$ cat src/rtl/mem_port_arbiter.sv
// Shares one memory port between instruction fetch and load/store.
// One transaction in flight; data has priority with a starvation escape.
module mem_port_arbiter #(
    parameter int ADDR_W       = 32,
    parameter int DATA_W       = 32,
    parameter int STARVE_LIMIT = 4
) (
    input  logic                clock,
    input  logic                reset,
    input  logic                instr_req_i,
    input  logic [ADDR_W-1:0]   instr_addr_i,
    output logic                instr_gnt_o,
    output logic                instr_rvalid_o,
    output logic [DATA_W-1:0]   instr_rdata_o,
    input  logic                data_req_i,
    input  logic                data_we_i,
    input  logic [DATA_W/8-1:0] data_be_i,
    input  logic [ADDR_W-1:0]   data_addr_i,
    input  logic [DATA_W-1:0]   data_wdata_i,
    output logic                data_gnt_o,
    output logic                data_rvalid_o,
    output logic [DATA_W-1:0]   data_rdata_o,
    output logic                mem_req_o,
    output logic                mem_we_o,
    output logic [DATA_W/8-1:0] mem_be_o,
    output logic [ADDR_W-1:0]   mem_addr_o,
    output logic [DATA_W-1:0]   mem_wdata_o,
    output logic                mem_instr_o,
    input  logic                mem_gnt_i,
    input  logic                mem_rvalid_i,
    input  logic [DATA_W-1:0]   mem_rdata_i
);

    localparam int BE_W = DATA_W / 8;
    localparam logic [3:0] LIMIT = 4'(STARVE_LIMIT);

    typedef enum logic [1:0] {
        IDLE,
        WAIT_GNT,
        WAIT_RVALID
    } state_e;

    typedef enum logic [1:0] {
        OWN_NONE,
        OWN_INSTR,
        OWN_DATA
    } owner_e;

    state_e     state_q, state_d;
    owner_e     owner_q, owner_d;
    logic [3:0] starve_q, starve_d;

    logic arb_point;
    logic instr_wins;
    logic in_gnt;
    logic in_rsp;
    logic own_i;
    logic own_d;

    assign arb_point  = (state_q == IDLE) ||
                        ((state_q == WAIT_RVALID) && mem_rvalid_i);
    assign instr_wins = instr_req_i &&
                        (!data_req_i || (starve_q == LIMIT));

    // Next state: accept on grant, re-arbitrate when idle or on response.
    always_comb begin
        state_d  = state_q;
        owner_d  = owner_q;
        starve_d = starve_q;
        if ((state_q == WAIT_GNT) && mem_gnt_i) begin
            state_d = WAIT_RVALID;
        end
        if (arb_point) begin
            if (instr_wins) begin
                state_d  = WAIT_GNT;
                owner_d  = OWN_INSTR;
                starve_d = '0;
            end else if (data_req_i) begin
                state_d = WAIT_GNT;
                owner_d = OWN_DATA;
                if (!instr_req_i) begin
                    starve_d = '0;
                end else if (starve_q != LIMIT) begin
                    starve_d = starve_q + 4'd1;
                end
            end else begin
                state_d  = IDLE;
                owner_d  = OWN_NONE;
                starve_d = '0;
            end
        end
    end

    // State, owner and starvation counter registers.
    always_ff @(posedge clock) begin
        if (reset) begin
            state_q  <= IDLE;
            owner_q  <= OWN_NONE;
            starve_q <= '0;
        end else begin
            state_q  <= state_d;
            owner_q  <= owner_d;
            starve_q <= starve_d;
        end
    end

    // Outputs are silenced while reset is high so an abandoned
    // transaction cannot leak a grant or response.
    assign in_gnt = !reset && (state_q == WAIT_GNT);
    assign in_rsp = !reset && (state_q == WAIT_RVALID) && mem_rvalid_i;
    assign own_i  = (owner_q == OWN_INSTR);
    assign own_d  = (owner_q == OWN_DATA);

    // Memory request fields follow the owner's held request.
    always_comb begin
        mem_req_o   = in_gnt;
        mem_instr_o = in_gnt && own_i;
        mem_we_o    = 1'b0;
        mem_be_o    = '0;
        mem_addr_o  = '0;
        mem_wdata_o = '0;
        if (in_gnt && own_i) begin
            mem_be_o   = {BE_W{1'b1}};
            mem_addr_o = instr_addr_i;
        end else if (in_gnt && own_d) begin
            mem_we_o    = data_we_i;
            mem_be_o    = data_be_i;
            mem_addr_o  = data_addr_i;
            mem_wdata_o = data_wdata_i;
        end
    end

    // Grant and response routing back to the owner only.
    always_comb begin
        instr_gnt_o    = in_gnt && own_i && mem_gnt_i;
        data_gnt_o     = in_gnt && own_d && mem_gnt_i;
        instr_rvalid_o = in_rsp && own_i;
        data_rvalid_o  = in_rsp && own_d;
        instr_rdata_o  = instr_rvalid_o ? mem_rdata_i : '0;
        data_rdata_o   = data_rvalid_o ? mem_rdata_i : '0;
    end

    // The owner must keep requesting until its grant arrives.
    a_owner_holds_req : assert property (
        @(posedge clock) disable iff (reset)
        (state_q == WAIT_GNT) |->
            (own_i ? instr_req_i : data_req_i)
    );

endmodule

$ cat config.mk
export PLATFORM = sky130hd
export DESIGN_NAME = mem_port_arbiter
export DESIGN_NICKNAME = d
export VERILOG_FILES = /design/src/rtl/mem_port_arbiter.sv
export SDC_FILE = /design/constraint.sdc
export NUM_CORES = 1
export LEC_CHECK = 0
export CORE_AREA = 5 5 105 107
export DETAILED_ROUTE_END_ITERATION = 16
export DIE_AREA = 0 0 110 112
export PLACE_DENSITY = 0.7
export SYNTH_ARGS = -nofsm -noshare
export SYNTH_HDL_FRONTEND = slang
export SYNTH_SLANG_ARGS = --single-unit
$ cat constraint.sdc
create_clock -name clock -period 1.7 [get_ports clock]
set_input_delay 0.255 -clock clock [delete_from_list [all_inputs] [get_ports clock]]
set_output_delay 0.255 -clock clock [all_outputs]
set_load 0.01 [all_outputs]
; After elaboration in Yosys (flattened, before gate mapping)
; Index checks and enable logic that the tools add are counted.
[classes]
mux = 20
eq_ne = 7
n_reduce_logical = 19
add_sub_neg = 1
[ops]
columns = op, n
row1 = $mux 32, 6
row2 = $mux 4, 6
row3 = $logic_and 1x1->1, 12
row4 = $mux 2, 4
row5 = $add 4x1->4 const B, 1
row6 = $eq 2x1->1 const B, 2
row7 = $eq 2x2->1 const B, 2
row8 = $eq 4x3->1 const B, 1
row9 = $mux 1, 4
row10 = $ne 4x2->1 const B, 1
row11 = $ne 4x3->1 const B, 1
row12 = $logic_not 1->1, 2
row13 = $logic_not 2->1, 1
row14 = $logic_or 1x1->1, 2
row15 = $reduce_and 2->1, 1
row16 = $reduce_bool 2->1, 1
[word_totals]
inputBits = 139
output_inout_bits = 139
ff_bits = 8
wordCells = 50

; Logic depth before layout (Yosys ltp)
[depth]
word_depth = 5
mapped_depth = 7

; Least setup slack after synthesis
; OpenSTA, ideal clock, no wires.
[synth_timing]
kind = register -> output
from = register state_q[1]
to = output port data_rdata_o[22]
path_buffers = 1
slack_ns = 0.053
stages_incl_launch_ff = 6
t_required_ns = 1.445
arrival_time_ns = 1.392
path_cell_list = dfxtp_1 -> inv_1 -> or4b_4 -> nor2_4 -> buf_6 -> and2_1
[synth_between]
elab_chain_cells = 5
[synth_lines]
columns = item, line_no
row1 = start: declaration, 49  ; state_e state_q, state_d;
row2 = start signal: assignment, 101  ; state_q <= state_d;
row3 = $eq 2x2->1, 110  ; assign in_rsp = !reset && (state_q == WAIT_RVALID) && mem_rvalid_i;
row4 = $logic_and 1x1->1 (2 in a row), 110
row5 = $logic_and 1x1->1, 138  ; data_rvalid_o = in_rsp && own_d;
row6 = named net data_rvalid_o, 21  ; output logic data_rvalid_o,
row7 = $mux 32, 140  ; data_rdata_o = data_rvalid_o ? mem_rdata_i : '0;
row8 = end: declaration, 22  ; output logic [DATA_W-1:0] data_rdata_o,
; The timed path passes the listed nets, and every way through them passes these cells.

; Worst setup path after layout
[layout_timing]
from = register state_q[1]
to = output port instr_rdata_o[20]
[layout_between]
elab_chain_cells = 5
[layout_lines]
columns = item, line_no
row1 = $eq 2x2->1, 110
row2 = $logic_and 1x1->1 (2 in a row), 110
row3 = $logic_and 1x1->1, 137  ; instr_rvalid_o = in_rsp && own_i;
row4 = $mux 32, 139  ; instr_rdata_o = instr_rvalid_o ? mem_rdata_i : '0;
row5 = end: declaration, 14  ; output logic [DATA_W-1:0] instr_rdata_o,
; Every way passes these cells.

==> summary.md <==
| Metric | Value |
|---|---|
| Status | finished, violations left |
| Failing checks | setup timing |
| Buf+Inv Stages, Crit Path | 6 |
| Row count | 37 |
| P per Cell Area | around 190 mW/mm2 |
| Fin crit period | 2.143 ns |
| DR vias | ~3000 |
| Critical path's slowest cell | or4b_4 |
| Area share of the leading cell type in the synthesized netlist | 41.11% |
| Count leader, synth | and2_1 |
| Critical Path AT | 1.89 ns |
| Crit. End Element | output pin |
| Worst Slack Setup Final | -0.4429 ns |
| Area contributors post-synth | and2_1, a22o_1, dfxtp_1, buf_6, buf_2 |
| Die area | 0.01232 mm2 |
| Finished Cell Area | ~0.0055 mm2 |
| CTS tree | done |
| Synth Warn # | 0 |
| Top Ports | 278 |
| Largest net degree at the start of global routing | 17 |
| Avg Vias per Cell | 4.309 |
| Max Fclk | 466.7 MHz |
| VDD IR-drop max | 0.2019 mV |
| First-pass GRT wire length | 17330 um |
| Final setup fails | 138 |
| Area of the core | 0.01005 mm2 |
| Top cells by count, synth | and2_1, a22o_1 |
| Min Hold Slack | 0.4614 ns |
| Seq/Total Area, Yosys | 10.63% |
| GRT met3 Usage | 4.870% |
| CTS Buf Count | 3 |
| Grt ovf | 0 |
| Routed len/inst | roughly 18 um |
| Leak | ~2.6 nW |
| Synth Instances | 213 |
| GR Util met2 | between 30% and 40% |
| Share of cells above drive strength 1 | 54.18% |
| Clk sinks | 8 |
| Clock root buffer master | clkbuf_8 |
| Post-layout total power | about 0.0011 W |
| Clk pin slew, worst setup/hold paths | about 0.04 ns |
| Crit Path Max Fanout | 8 |
| RSZ-0062 raised after global routing | true |
| Clk_lat worst skew | ~0.24 ns |
| Grt met1 use | 20.13% |
| Max stage delay on crit path | slightly below 0.5 ns |
| CP most frequent cell | buf_6 |
| Die W | 110 um |
| Post-synth EDFFs | 0 |
| Synthesis-to-finish area growth | 265.1% |
| Final Max Slew Viols | 0 |
| Crit path kind | flip-flop to output pin |
| Max cap viols | 0 |
| Initial antenna violation count | 0 |
| Final Hold Viols | 0 |
| ANT cells | 0 |
| Mapped Nets | 354 |
| Hold Crit Class | flip-flop to flip-flop |
| Clock Path Buffers | 2 |
| DRT Pass-1 Iters | 5 |
| Yosys top cell by area | and2_1 |
| Post-layout nets | about 690 |
| DR DRC count | 0 |
| Worst slew margin | 74.37% |
| GRT Total Usage | 18.35% |
| Starting utilization of the core area | 15.00% |
| Mapped cell area | around 0.0015 mm2 |
| Data required time at the worst endpoint | 1.44 ns |
| Synth cell types | 25 |
| Post-synth ARST share | 0% |
| Fin crit share | 126.1% |
| RePlAce Congestion | 0.9028 |
| Routed WL | 12300 um |
| Vias in the first global route | 3129 |
| Setup TNS | -44.58 ns |
| Critical-path cell list | inv_2 -> or4b_4 -> buf_6 -> nor2_4 -> buf_6 -> buf_12 -> buf_16 -> and2_4 -> buf_6 |
| Seq cells post-synth | 8 |
| DP Wirelength | 8096 um |
| Routed Antenna Nets | 0 |
| Placed cell area | around 0.0045 mm2 |
| CP Launch Type | flip-flop |
| Depth of the CTS H-tree | 1 |
| DP Worst Slack | -0.8148 ns |
| Hold buffers post-CTS | 0 |
| Initial DRC count | 133 |
| Die height | 112 um |
| Gr busiest metal | met2 |
| Most used DFF post-synth | dfxtp_1 |
| Synthesized area per cell | 7.073 um2 |
| Skew final | roughly 0.0024 ns |
| Actual slew at the worst max-slew pin | about 0.38 ns |
| Port-buffer cells | about 280 |
| CP top delay family | simple AND/OR/NAND/NOR gates |
==> worst register-to-register path, delay by kind of cell (launching register included) <==
family | cells | cell delay [ns]
compound gates | 1 | 0.17
fa+ha+maj | 1 | 0.20
buf+inv | 1 | 0.07
flops | 1 | 0.36
simple gates | 3 | 0.44
==> logic make-up (layout without fill, tap and decap cells) <==
| kind of cell | Yosys count | in the layout | share of synthesized area (%) |
|---|---|---|---|
| simple gates | 133 | 133 | 53.57 |
| compound gates | 46 | 46 | 24.50 |
| buf+inv | 24 | 361 | 9.635 |
| flops | 8 | 8 | 10.63 |
| fa+ha+maj | 2 | 2 | 1.661 |
==> path summary, 6_finish.rpt <==
kind / start / endpoint / slack (ns) / cells past startpoint
worst max-delay path: state_q[1]$_SDFFE_PP0P_ / instr_rdata_o[20] / -0.44 / 9
worst min-delay path: owner_q[0]$_SDFFE_PP0N_ / owner_q[0]$_SDFFE_PP0N_ / 0.46 / 2
worst max register to register: starve_q[0]$_SDFFE_PP0P_ / starve_q[2]$_SDFFE_PP0P_ / 0.38 / 6
worst min register to register: owner_q[0]$_SDFFE_PP0N_ / owner_q[0]$_SDFFE_PP0N_ / 0.46 / 2
==> routing by layer <==
metal | part of all wire, % | vias up
met1 | 36 | 1349
li1 | - | 1402
met3 | 9.6 | 21
met2 | 53 | 184
met5 | 0 | -
met4 | 1.6 | 0
==> cell type report <==
type,count,area [um2]
sequential,8,161.4
tap,136,170.2
fill,911,4546
multi-input combinational,181,1406
timing repair buffer,353,3702
inverter,5,18.77
clock buffer,3,41.29
==> power by group <==
part	switching, W	total, W	internal (W)
clock network	0.0000875	0.000242	0.000154
registers	0.00000575	0.000203	0.000197
logic	0.000183	0.000613	0.000430
==> placed cells by master (no fill, tap or decap), drive strengths merged, types with 2 or more instances in the layout <==
| cell | instances |
|---|---|
| clkdlybuf4s50 | 136 |
| dfxtp | 8 |
| a31oi | 2 |
| nor2 | 10 |
| a21oi | 5 |
| nand3b | 3 |
| clkbuf | 5 |
| inv | 5 |
| nor2b | 2 |
| nand3 | 5 |
| ha | 2 |
| nand2b | 2 |
| a21o | 4 |
| a22o | 32 |
| buf | 212 |
| and2 | 99 |
| nand2 | 8 |
| dlygate4sd2 | 2 |
==> through the flow <==
stage | util (%) | instances
6_report | 54.75 | 686
5_1_grt | 54.75 | 686
4_1_cts | 51.46 | 682
3_5_place_dp | 44.68 | 621
3_3_place_gp | 44.68 | 621
2_1_floorplan | - | 213
==> sequential cells by signal (all words and copies together) (netlist names) <==
name and count:
owner_q 2, starve_q 4, state_q 2
==> what timing repair did <==
item | CTS | global route
cloned | 16 | 2
resized for setup | 700 | 89
setup endpoints to repair | 139 | 139
pin swaps | 43 | 36
setup buffers | 43 | 9
hold endpoints to repair | 0 | 0
Power figures use the tool's default switching activity.
